File: config.mk
export PLATFORM = sky130hd
export DESIGN_NAME = alu_stim_sequencer
export DESIGN_NICKNAME = d
export VERILOG_FILES = /design/src/rtl/alu_stim_sequencer.sv
export SDC_FILE = /design/constraint.sdc
export NUM_CORES = 1
export LEC_CHECK = 0
export ABC_CLOCK_PERIOD_IN_PS = 3400
export CAP_MARGIN = 10
export CORE_UTILIZATION = 54
export CTS_CLUSTER_DIAMETER = 40
export DETAILED_ROUTE_END_ITERATION = 8
export MAX_ROUTING_LAYER = met4
export PLACE_DENSITY_LB_ADDON = 0.05
export SLEW_MARGIN = 20
export SYNTH_ARGS = -nofsm -noshare
export SYNTH_HDL_FRONTEND = slang
export SYNTH_SLANG_ARGS = --single-unit
File: constraint.sdc
create_clock -name clock -period 3.4 [get_ports clock]
set_input_delay 0.34 -clock clock [delete_from_list [all_inputs] [get_ports clock]]
set_output_delay 0.34 -clock clock [all_outputs]
set_load 0.005 [all_outputs]
File: src/rtl/alu_stim_sequencer.sv
// Stimulus sequencer for the ALU frequency-test harness: sweeps every operand
// for each select code, holding each vector HOLD cycles, with pause and done reporting.
//
// state | meaning
// IDLE  | waiting for start; operand/select/vec_count keep last values
// RUN   | issuing vectors (valid=1) or paused (valid=0); busy=1
// DONE  | one-cycle completion pulse; vec_count = NUM_OPS*2^N
module alu_stim_sequencer #(
    parameter int N       = 4,
    parameter int SEL_W   = 4,
    parameter int NUM_OPS = 10,
    parameter int HOLD    = 2
) (
    input  logic               clock,
    input  logic               reset,
    input  logic               start,
    input  logic               pause,
    output logic [N-1:0]       operand,
    output logic [SEL_W-1:0]   select,
    output logic               valid,
    output logic               busy,
    output logic               done,
    output logic [N+SEL_W-1:0] vec_count
);

    localparam int HC_W = (HOLD > 1) ? $clog2(HOLD) : 1;
    localparam logic [HC_W-1:0]    HOLD_LAST = HC_W'(HOLD - 1);
    localparam logic [SEL_W-1:0]   SEL_LAST  = SEL_W'(NUM_OPS - 1);
    localparam logic [HC_W-1:0]    HC_ONE    = HC_W'(1);
    localparam logic [N-1:0]       OP_ONE    = N'(1);
    localparam logic [SEL_W-1:0]   SEL_ONE   = SEL_W'(1);
    localparam logic [N+SEL_W-1:0] VC_ONE    = (N + SEL_W)'(1);

    typedef enum logic [1:0] {IDLE, RUN, DONE} state_t;

    state_t             state, state_nx;
    logic [HC_W-1:0]    hold_cnt, hold_cnt_nx;
    logic [N-1:0]       operand_nx;
    logic [SEL_W-1:0]   select_nx;
    logic [N+SEL_W-1:0] vec_count_nx;
    logic               valid_nx, busy_nx, done_nx;

    always_ff @(posedge clock or posedge reset) begin
        if (reset) begin
            state     <= IDLE;
            hold_cnt  <= '0;
            operand   <= '0;
            select    <= '0;
            vec_count <= '0;
            valid     <= 1'b0;
            busy      <= 1'b0;
            done      <= 1'b0;
        end else begin
            state     <= state_nx;
            hold_cnt  <= hold_cnt_nx;
            operand   <= operand_nx;
            select    <= select_nx;
            vec_count <= vec_count_nx;
            valid     <= valid_nx;
            busy      <= busy_nx;
            done      <= done_nx;
        end
    end

    // Every output is computed one cycle ahead so the ports come straight from flops.
    always_comb begin
        state_nx     = state;
        hold_cnt_nx  = hold_cnt;
        operand_nx   = operand;
        select_nx    = select;
        vec_count_nx = vec_count;
        valid_nx     = 1'b0;
        busy_nx      = 1'b0;
        done_nx      = 1'b0;
        case (state)
            IDLE: begin
                if (start) begin
                    state_nx     = RUN;
                    hold_cnt_nx  = '0;
                    operand_nx   = '0;
                    select_nx    = '0;
                    vec_count_nx = '0;
                    valid_nx     = 1'b1;
                    busy_nx      = 1'b1;
                end
            end
            RUN: begin
                busy_nx = 1'b1;
                if (!pause) begin
                    valid_nx = 1'b1;
                    if (hold_cnt == HOLD_LAST) begin
                        hold_cnt_nx  = '0;
                        vec_count_nx = vec_count + VC_ONE;
                        if (&operand) begin
                            if (select == SEL_LAST) begin
                                // final vector keeps its operand/select through DONE and IDLE
                                state_nx = DONE;
                                valid_nx = 1'b0;
                                busy_nx  = 1'b0;
                                done_nx  = 1'b1;
                            end else begin
                                operand_nx = '0;
                                select_nx  = select + SEL_ONE;
                            end
                        end else begin
                            operand_nx = operand + OP_ONE;
                        end
                    end else begin
                        hold_cnt_nx = hold_cnt + HC_ONE;
                    end
                end
            end
            DONE: state_nx = IDLE;
            default: state_nx = IDLE;
        endcase
    end

endmodule
### Yosys cells after proc, flatten, opt, wreduce, memory -nomap -nowiden

Index checks and enable logic that the tools add are counted.

| storage, ports and cells | value |
|---|---|
| bits in registers | 22 |
| input port bits | 4 |
| output and inout bits | 19 |
| logic and storage cells | 67 |

| operators by class | value |
|---|---|
| add/sub/neg operators | 4 |
| equal/unequal tests | 9 |
| mux-type cells | 38 |
| reduce and logical (&&, ||, !) cells | 8 |

Operator list:

| operator | count |
|---|---|
| $mux 4 | 9 |
| $mux 8 | 3 |
| $pmux 4 s2 | 2 |
| $pmux 8 s2 | 1 |
| $mux 1 | 14 |
| $ne 2x2->1 const B | 6 |
| $mux 2 | 5 |
| $reduce_and 5->1 | 2 |
| $add 4x1->4 const B | 2 |
| $add 8x1->8 const B | 1 |
| $reduce_and 4->1 | 2 |
| $pmux 1 s2 | 3 |
| $reduce_and 6->1 | 1 |
| $eq 4x4->1 const B | 1 |
| $pmux 2 s2 | 1 |
| $ne 3x3->1 const B | 1 |
| $reduce_and 3->1 | 1 |
| $eq 2x1->1 const B | 1 |
| $logic_not 2->1 | 1 |
| $reduce_bool 2->1 | 1 |
| $add 1x1->1 const B | 1 |

### Longest topological paths before layout

Gate-level depths: netlist of the first run.

| logic depth | value |
|---|---|
| depth after elaboration | 6 |
| depth in mapped cells | 6 |
| mapped depth without buffers | 6 |

### Least setup slack after synthesis of the first run

OpenSTA, ideal clock, no wires.

| timing path | value |
|---|---|
| path kind | flip-flop to flip-flop |
| from | register operand[0] |
| to | register operand[3] |
| setup time | 92 ps |
| data arrival time | 1696 ps |
| required time | 3308 ps |
| setup slack | 1612 ps |
| cell stages (with the launch flop) | 7 |
| path buffers | 1 |
| clock period less this slack | 1788 ps |
| cells stage by stage | dfrtp_1 > ha_1 > and3_1 > buf_2 > a32o_2 > or2_4 > o31ai_2 |

| between the ends | value |
|---|---|
| word-level cells in the longest chain between the ends | 5 |
| elaborated cells on any way between the ends | 8 |
| classes of those cells | add/sub (1); eq/ne (1); mux (4); reduce/logical (2) |

RTL lines:

| element | RTL line | text |
|---|---|---|
| start, declared | 18 | `output logic [N-1:0] operand,` |
| start signal, assigned | 56 | `operand <= operand_nx;` |
| $add 4x1->4 / $reduce_and 4->1 (equally long branches) | 106, 94 |  |
| $mux 4 | 94 | `if (&operand) begin` |
| $mux 4 | 91 | `if (hold_cnt == HOLD_LAST) begin` |
| $mux 4 | 89 | `if (!pause) begin` |
| $pmux 4 s2 | 75 | `case (state)` |

Several ways; a longest one is shown, not always the timed one. The select of a mux whose other input is x is not followed.
A chain may end at the register's enable or synchronous reset.

### Final worst setup path of the first run

| timing path | value |
|---|---|
| from | register operand[0] |
| to | register select[3] |

| between the ends | value |
|---|---|
| word-level cells in the longest chain between the ends | 3 |

RTL lines:

| element | RTL line | text |
|---|---|---|
| $reduce_and 4->1 | 94 |  |
| $ne 2x2->1 (no source line) | -- |  |
| $reduce_and 6->1 (no source line) | -- |  |
| end signal, assigned | 57 | `select <= select_nx;` |
| end, declared | 19 | `output logic [SEL_W-1:0] select,` |

Every way passes these cells.

==> results of run 1 <==
## Yosys cell counts
cell type	count
inv_1	4
o21ai_0	8
o2111ai_1	1
a211oi_1	2
buf_6	1
or4_1	1
o31ai_1	2
or3b_4	1
dfrtp_1	22
nand3b_1	1
o41ai_1	1
nand2b_1	3
and4bb_2	1
xor2_1	2
nand3_1	4
nand4_1	1
nor3_1	1
a21oi_1	6
a32o_2	1
a41oi_1	2
or2_4	1
and3_1	4
xnor2_1	3
a311o_1	1
o31ai_2	2
mux2i_1	1
nand2_1	7
nor2b_1	2
and3b_1	1
nor3b_2	1
nand4bb_1	1
nor3b_1	1
o21ai_1	4
clkbuf_1	1
nor4_1	1
nor2_1	7
buf_2	2
ha_1	4
o21bai_1	1
or3_1	2
## cells in the final DEF (no fill, tap or decap), drive strengths merged, types with 3 or more instances in the layout
| cell | netlist | final |
|---|---|---|
| a21oi | 6 | 6 |
| ha | 4 | 4 |
| inv | 4 | 4 |
| o31ai | 4 | 4 |
| nand2 | 7 | 7 |
| nand2b | 3 | 3 |
| clkbuf | 1 | 4 |
| nand3 | 4 | 4 |
| o21ai | 12 | 12 |
| dfrtp | 22 | 22 |
| nor2 | 7 | 7 |
| and3 | 4 | 4 |
| xnor2 | 3 | 3 |
| clkdlybuf4s50 | 0 | 22 |
## power by group through the flow
| stage | clock (uW) | sequential, uW | combinational, uW |
|---|---|---|---|
| after floorplan | 0 | 422 | 157 |
| after global placement | 0 | 429 | 331 |
| after detailed placement | 0 | 434 | 338 |
| after CTS | 150 | 430 | 342 |
| after global routing | 161 | 443 | 381 |
| final | 147 | 430 | 339 |
## cell families (layout without fill, tap and decap cells)
group / count (synthesis) / after routing
mux: 1 / 1
flops: 22 / 22
simple gates: 41 / 41
compound gates: 31 / 31
fa+ha+maj: 4 / 4
buf+inv: 8 / 31
xor+xnor: 5 / 5
## stage by stage
step / worst slack, ps / util (%) / hold slack [ps]
CTS: 1410 / 71.8 / 501
finish: 1390 / 71.8 / 471
floorplan: 1610 / - / 329
global placement: 1340 / 69.9 / 503
global route: 1310 / 71.8 / 560
detailed placement: 1310 / 69.9 / 530
## final cells by class
| class | count | area [sq um] |
|---|---|---|
| Clock buffer | 4 | 36.3 |
| Fill cell | 151 | 559 |
| Inverter | 4 | 15.0 |
| Multi-Input combinational cell | 82 | 559 |
| Sequential cell | 22 | 551 |
| Tap cell | 27 | 33.8 |
| Timing Repair Buffer | 23 | 228 |
## worst max-delay path, delay by kind of cell, from the launching register on
kind / cells / cell delay, ps
compound gates: 2 / 390
fa+ha+maj: 1 / 220
flops: 1 / 460
simple gates: 2 / 880
## per-layer routing
metal  share of wire [%]  up-vias
met4                 1.1        0
met5                   0        -
met3                 4.1        2
met2                  47       26
li1                    -      461
met1                  48      444
## sequential cells by signal (all words and copies together), names as in the netlist
register   cells
select         4
operand        4
vec_count      8
hold_cnt       1
done           1
busy           1
valid          1
state          2
## worst min-delay path by stage
stage          startpoint         end
2_1_floorplan       reset        busy
4_1_cts             reset  operand[1]
6_report            reset   select[0]
5_1_grt             reset  operand[1]
3_3_place_gp   operand[3]  operand[3]
3_5_place_dp   operand[3]  operand[3]
==> metrics.yaml, run 1 <==
run_status:
  status: "finished clean"
setup_path:
  rr_endpoint: "select[3]"
  reg2reg_slack_ps: 1390
  worst_setup_path_end_kind: "flip-flop"
  cp_common_cell: "a21oi_1"
  crit_fanout: 9
  slowest_stage: "or4_1"
  r2r_start: "operand[0]"
  endpoint: "select[3]"
  critPathKind: "flip-flop to flip-flop"
  startpoint: "operand[0]"
  slowest_delay_ps: 510
  crit_arrival_ps: 2260
  start_kind: "flip-flop"
  path_cells: "ha_1, and3_1, a21oi_1, or4_1, a21oi_1"
  cp.required_ps: 3650
  r2r_cells: 5
sta:
  slew_viol_final: 0
  layout_min_cycle_time_ps: 2010
  grt_setup_unrepaired: "no"
  skew_ps: 3.58
  fin_crit_sh_pct: 59.2
  relSlewSlack_pct: 44.4
  fmax_ghz: 0.497
  worst_pin_slew_ps: 833
  finalHoldViolCount: 0
  setup_viol: 0
  setup_tns_ps: 0
clock_network:
  clk_pin_slew_worst_paths_ps: 120
  clkLatencyLatePin_ps: 310
  cts_tree: "done"
  post_cts_resized: 0
  hold_buffers: 0
  clock_path_buffers: 2
  clkSinkCount: 22
  post_cts_buffers: 0
  htree_levels: 1
  cts-root-buf: "clkbuf_4"
  cts_made_buffers: 3
global_routing:
  grt_first_pass_wirelength_mm: 3.42
  grt_use_met3_pct: 4.44
  grt_max_degree: 23
  antenna_found_initial: 0
  grt_usage_pct: 22.5
  grt_pass1_vias: 778
  grt-ovfl-total: 0
  grt_use_met2_pct: 34.4
  use_met1_pct: 30.3
  top_usage_layer: "met2"
final_layout:
  drive_gt1_share_pct: 8.89
  nets: 144
  syn_to_final_growth_pct: 23.7
  fin_area_sq_um: 1420
  finalNonFillerCells: 162
  diodes: 0
die:
  die-area_sq_um: 2320
  fp-row-count: 16
  start_util_pct: 58.0
  pin_count: 23
  core_area_sq_um: 1980
  die_w_um: 48.1
  die_y_um: 48.1
yosys:
  synthSimpleGateAreaFrac_pct: 21.4
  ys_ff_latch: 22
  yosys-mux-area-fraction_pct: 0.871
  synth_top_family_by_area: "simple AND/OR/NAND/NOR gates"
  yosysTopAreaCellShare_pct: 47.9
  synth_top_area_cell: "dfrtp_1"
  synth_fa_ha_area_share_pct: 4.35
  synth_cell_types: 40
  netlist_area_sq_um: 1150
  synth.avg_cell_area_sq_um: 10.3
  yosysSeqAreaShare_pct: 47.9
  synthCells: 112
  ys_warn_count: 0
  synthTopCellsByArea: "dfrtp_1 48%, ha_1 4.4%, o21ai_0 3.5%"
  synth_compound_area_share_pct: 18.2
  synthXorXnorAreaFrac_pct: 3.81
  syn_nets: 120
hold_path:
  worst_hold_path_type: "input pin to async pin"
placed_design:
  dpl.cell_count: 158
  place_area_sq_um: 1390
  dp_hpwl_mm: 1.61
  gp_congestion: 0.857
  io_buffers: 22
route:
  via_per_inst: 5.76
  drt_iter0_markers: 16
  wirelength_mm: 2.31
  wire_per_inst_um: 14.3
  first_pass_iters: 4
  postRouteAntennaNets: 0
  drc: 0
  vias: 933
power:
  pwr-share-clk_pct: 16.1
  seqPwrFrac_pct: 47.0
  p_sw_uw: 313
  internal-power_uw: 603
  power.total_uw: 916
  vdd_drop_max_v: 0.000516
  powerDensity_nw_per_um2: 644
  combPwrFrac_pct: 37.0
  p_leak_uw: 0.000596
  switching_share_pct: 34.2
flow_run:
  maxCapViolations: 0
Note: power is estimated with default switching activity, not from simulation.
==> inputs of run 2 (changes only) <==
ABC_CLOCK_PERIOD_IN_PS = 2000   (was 3400)
CORE_UTILIZATION = 50   (was 54)
clock period = 2 ns   (was 3.4 ns; I/O delays follow)
==> metrics.yaml, run 2 (synthesis gave the netlist of run 1 again) <==
run_status:
  status: "finished clean"  # unchanged
sta:
  relSlewSlack_pct: 79.6  # was 44.4%
  worst_pin_slew_ps: 306  # was 833 ps
  setup_tns_ps: 0  # unchanged
  slew_viol_final: 0  # unchanged
  layout_min_cycle_time_ps: 1810  # was 2010 ps
  fmax_ghz: 0.553  # was 0.497 GHz
  fin_crit_sh_pct: 90.4  # was 59.2%
  finalHoldViolCount: 0  # unchanged
  setup_viol: 0  # unchanged
  grt_setup_unrepaired: "no"  # unchanged
  skew_ps: 5.74  # was 3.58 ps
  worst_hold_slack_ps: 208  # was 471 ps
final_layout:
  top_register: "vec_count"  # unchanged
  layout_common_cells: "22 x dfrtp_1, 22 x clkdlybuf4s50_1, 9 x buf_4"  # was 22 x dfrtp_1, 22 x clkdlybuf4s50_1, 8 x o21ai_0
  nFillCells: 151  # unchanged
  largest_reg_flops: 8  # unchanged
  drive_gt1_share_pct: 14.0  # was 8.89%
  nets: 152  # was 144
  largestRegisters: "vec_count: 8 flops, operand: 4 flops, select: 4 flops"  # unchanged
  syn_to_final_growth_pct: 28.9  # was 23.7%
  diodes: 0  # unchanged
clock_network:
  cts_made_buffers: 3  # unchanged
  post_cts_buffers: 0  # unchanged
  htree_levels: 1  # unchanged
  cts_tree: "done"  # unchanged
  clkLatencyLatePin_ps: 310  # about the same
  clkSinkCount: 22  # unchanged
  cts-root-buf: "clkbuf_4"  # unchanged
  clock_path_buffers: 2  # unchanged
  clk_pin_slew_worst_paths_ps: 130  # was 120 ps
  post_cts_resized: 0  # unchanged
  hold_buffers: 0  # unchanged
setup_path:
  start_kind: "flip-flop"  # unchanged
  r2r_start: "operand[0]"  # unchanged
  critPathKind: "flip-flop to flip-flop"  # unchanged
  crit_arrival_ps: 2040  # was 2260 ps
  startpoint: "operand[0]"  # unchanged
  cp.required_ps: 2230  # was 3650 ps
  crit_fanout: 6  # was 9
  worst_setup_path_end_kind: "flip-flop"  # unchanged
die:
  core_area_sq_um: 2060  # was 1980 sq um
  pin_count: 23  # unchanged
  fp-row-count: 16  # unchanged
  die_w_um: 50.0  # was 48.1 um
  die-area_sq_um: 2500  # was 2320 sq um
  start_util_pct: 55.8  # was 58.0%
  die_y_um: 50.0  # was 48.1 um
route:
  wirelength_mm: 2.27  # was 2.31 mm
  drt_iter0_markers: 16  # unchanged
  first_pass_iters: 4  # unchanged
  vias: 939  # was 933
  via_per_inst: 5.52  # was 5.76
  postRouteAntennaNets: 0  # unchanged
  wire_per_inst_um: 13.3  # was 14.3 um
  drc: 0  # unchanged
global_routing:
  grt_max_degree: 23  # unchanged
  grt_use_met2_pct: 36.0  # was 34.4%
  grt-ovfl-total: 0  # unchanged
  grt_pass1_vias: 931  # was 778
  antenna_found_initial: 0  # unchanged
  use_met1_pct: 28.0  # was 30.3%
  grt_first_pass_wirelength_mm: 4.04  # was 3.42 mm
  top_usage_layer: "met2"  # unchanged
  grt_use_met3_pct: 4.01  # was 4.44%
  grt_usage_pct: 22.1  # was 22.5%
power:
  p_sw_uw: 520  # was 313 uW
  p_leak_uw: 0.000634  # was 0.000596 uW
  vdd_drop_max_v: 0.000753  # was 0.000516 V
  pwr-share-clk_pct: 15.9  # was 16.1%
  combPwrFrac_pct: 37.6  # was 37.0%
  switching_share_pct: 33.4  # was 34.2%
  powerDensity_nw_per_um2: 1050  # was 644 nW/um^2
  internal-power_uw: 1040  # was 603 uW
  seqPwrFrac_pct: 46.5  # was 47.0%
placed_design:
  io_buffers: 22  # unchanged
  gp_congestion: 0.821  # was 0.857
  dp_hpwl_mm: 1.70  # was 1.61 mm
flow_run:
  maxCapViolations: 0  # unchanged
hold_path:
  worst_hold_path_type: "input pin to async pin"  # unchanged
==> run 2: changes by cell type in the layout (fill, tap and decap cells not counted), sizes merged <==
cell,change
buf,+8
==> run 2: final timing paths <==
check | to | slack, ps | depth (start not counted)
setup reg to reg | operand[3] | 190 | 5
max in group asynchronous | valid | 1570 | 3
hold / removal | select[0] | 210 | 3
setup / recovery | operand[3] | 190 | 5
min in group clock | operand[3] | 520 | 1
hold reg to reg | operand[3] | 520 | 1
==> run 2: cell type report <==
class	instances	area [sq um]	area share (%)
clock buffer	4	36.3	2.45
multi-input combinational	82	559	37.7
tap	27	33.8	2.28
timing repair buffer	31	288	19.4
sequential	22	551	37.1
inverter	4	15.0	1.01
==> run 2: stage by stage <==
step                area [sq um]  util (%)  setup WS [ps]  total power, uW  cells
floorplan                   1150         -            212              985    112
global placement            1450      70.1            137             1310    166
detailed placement          1450      70.1           99.6             1320    166
CTS                         1480      71.9            179             1580    170
global route                1480      71.9           87.8             1680    170
finish                      1480      71.9            192             1560    170
==> run 2: worst max-delay path, cell delays in order, from the launching register on <==
cell	delay, ps
dfrtp_1	450
ha_1	240
and3_1	250
a32o_2	330
or2_4	250
o31ai_2	210
==> run 2: power groups by stage <==
stage	Sequential, uW	Combinational, uW	Clock (uW)
CTS	724	598	256
global placement	730	579	0
detailed placement	732	591	0
floorplan	718	267	0
finish	724	586	248
global route	749	659	272
==> run 2: per-layer routing <==
metal  vias up  part of all wire [%]
met2        19                    47
met3         2                   2.7
met4         0                  0.40
met5         -                     0
li1        477                     -
met1       441                    50
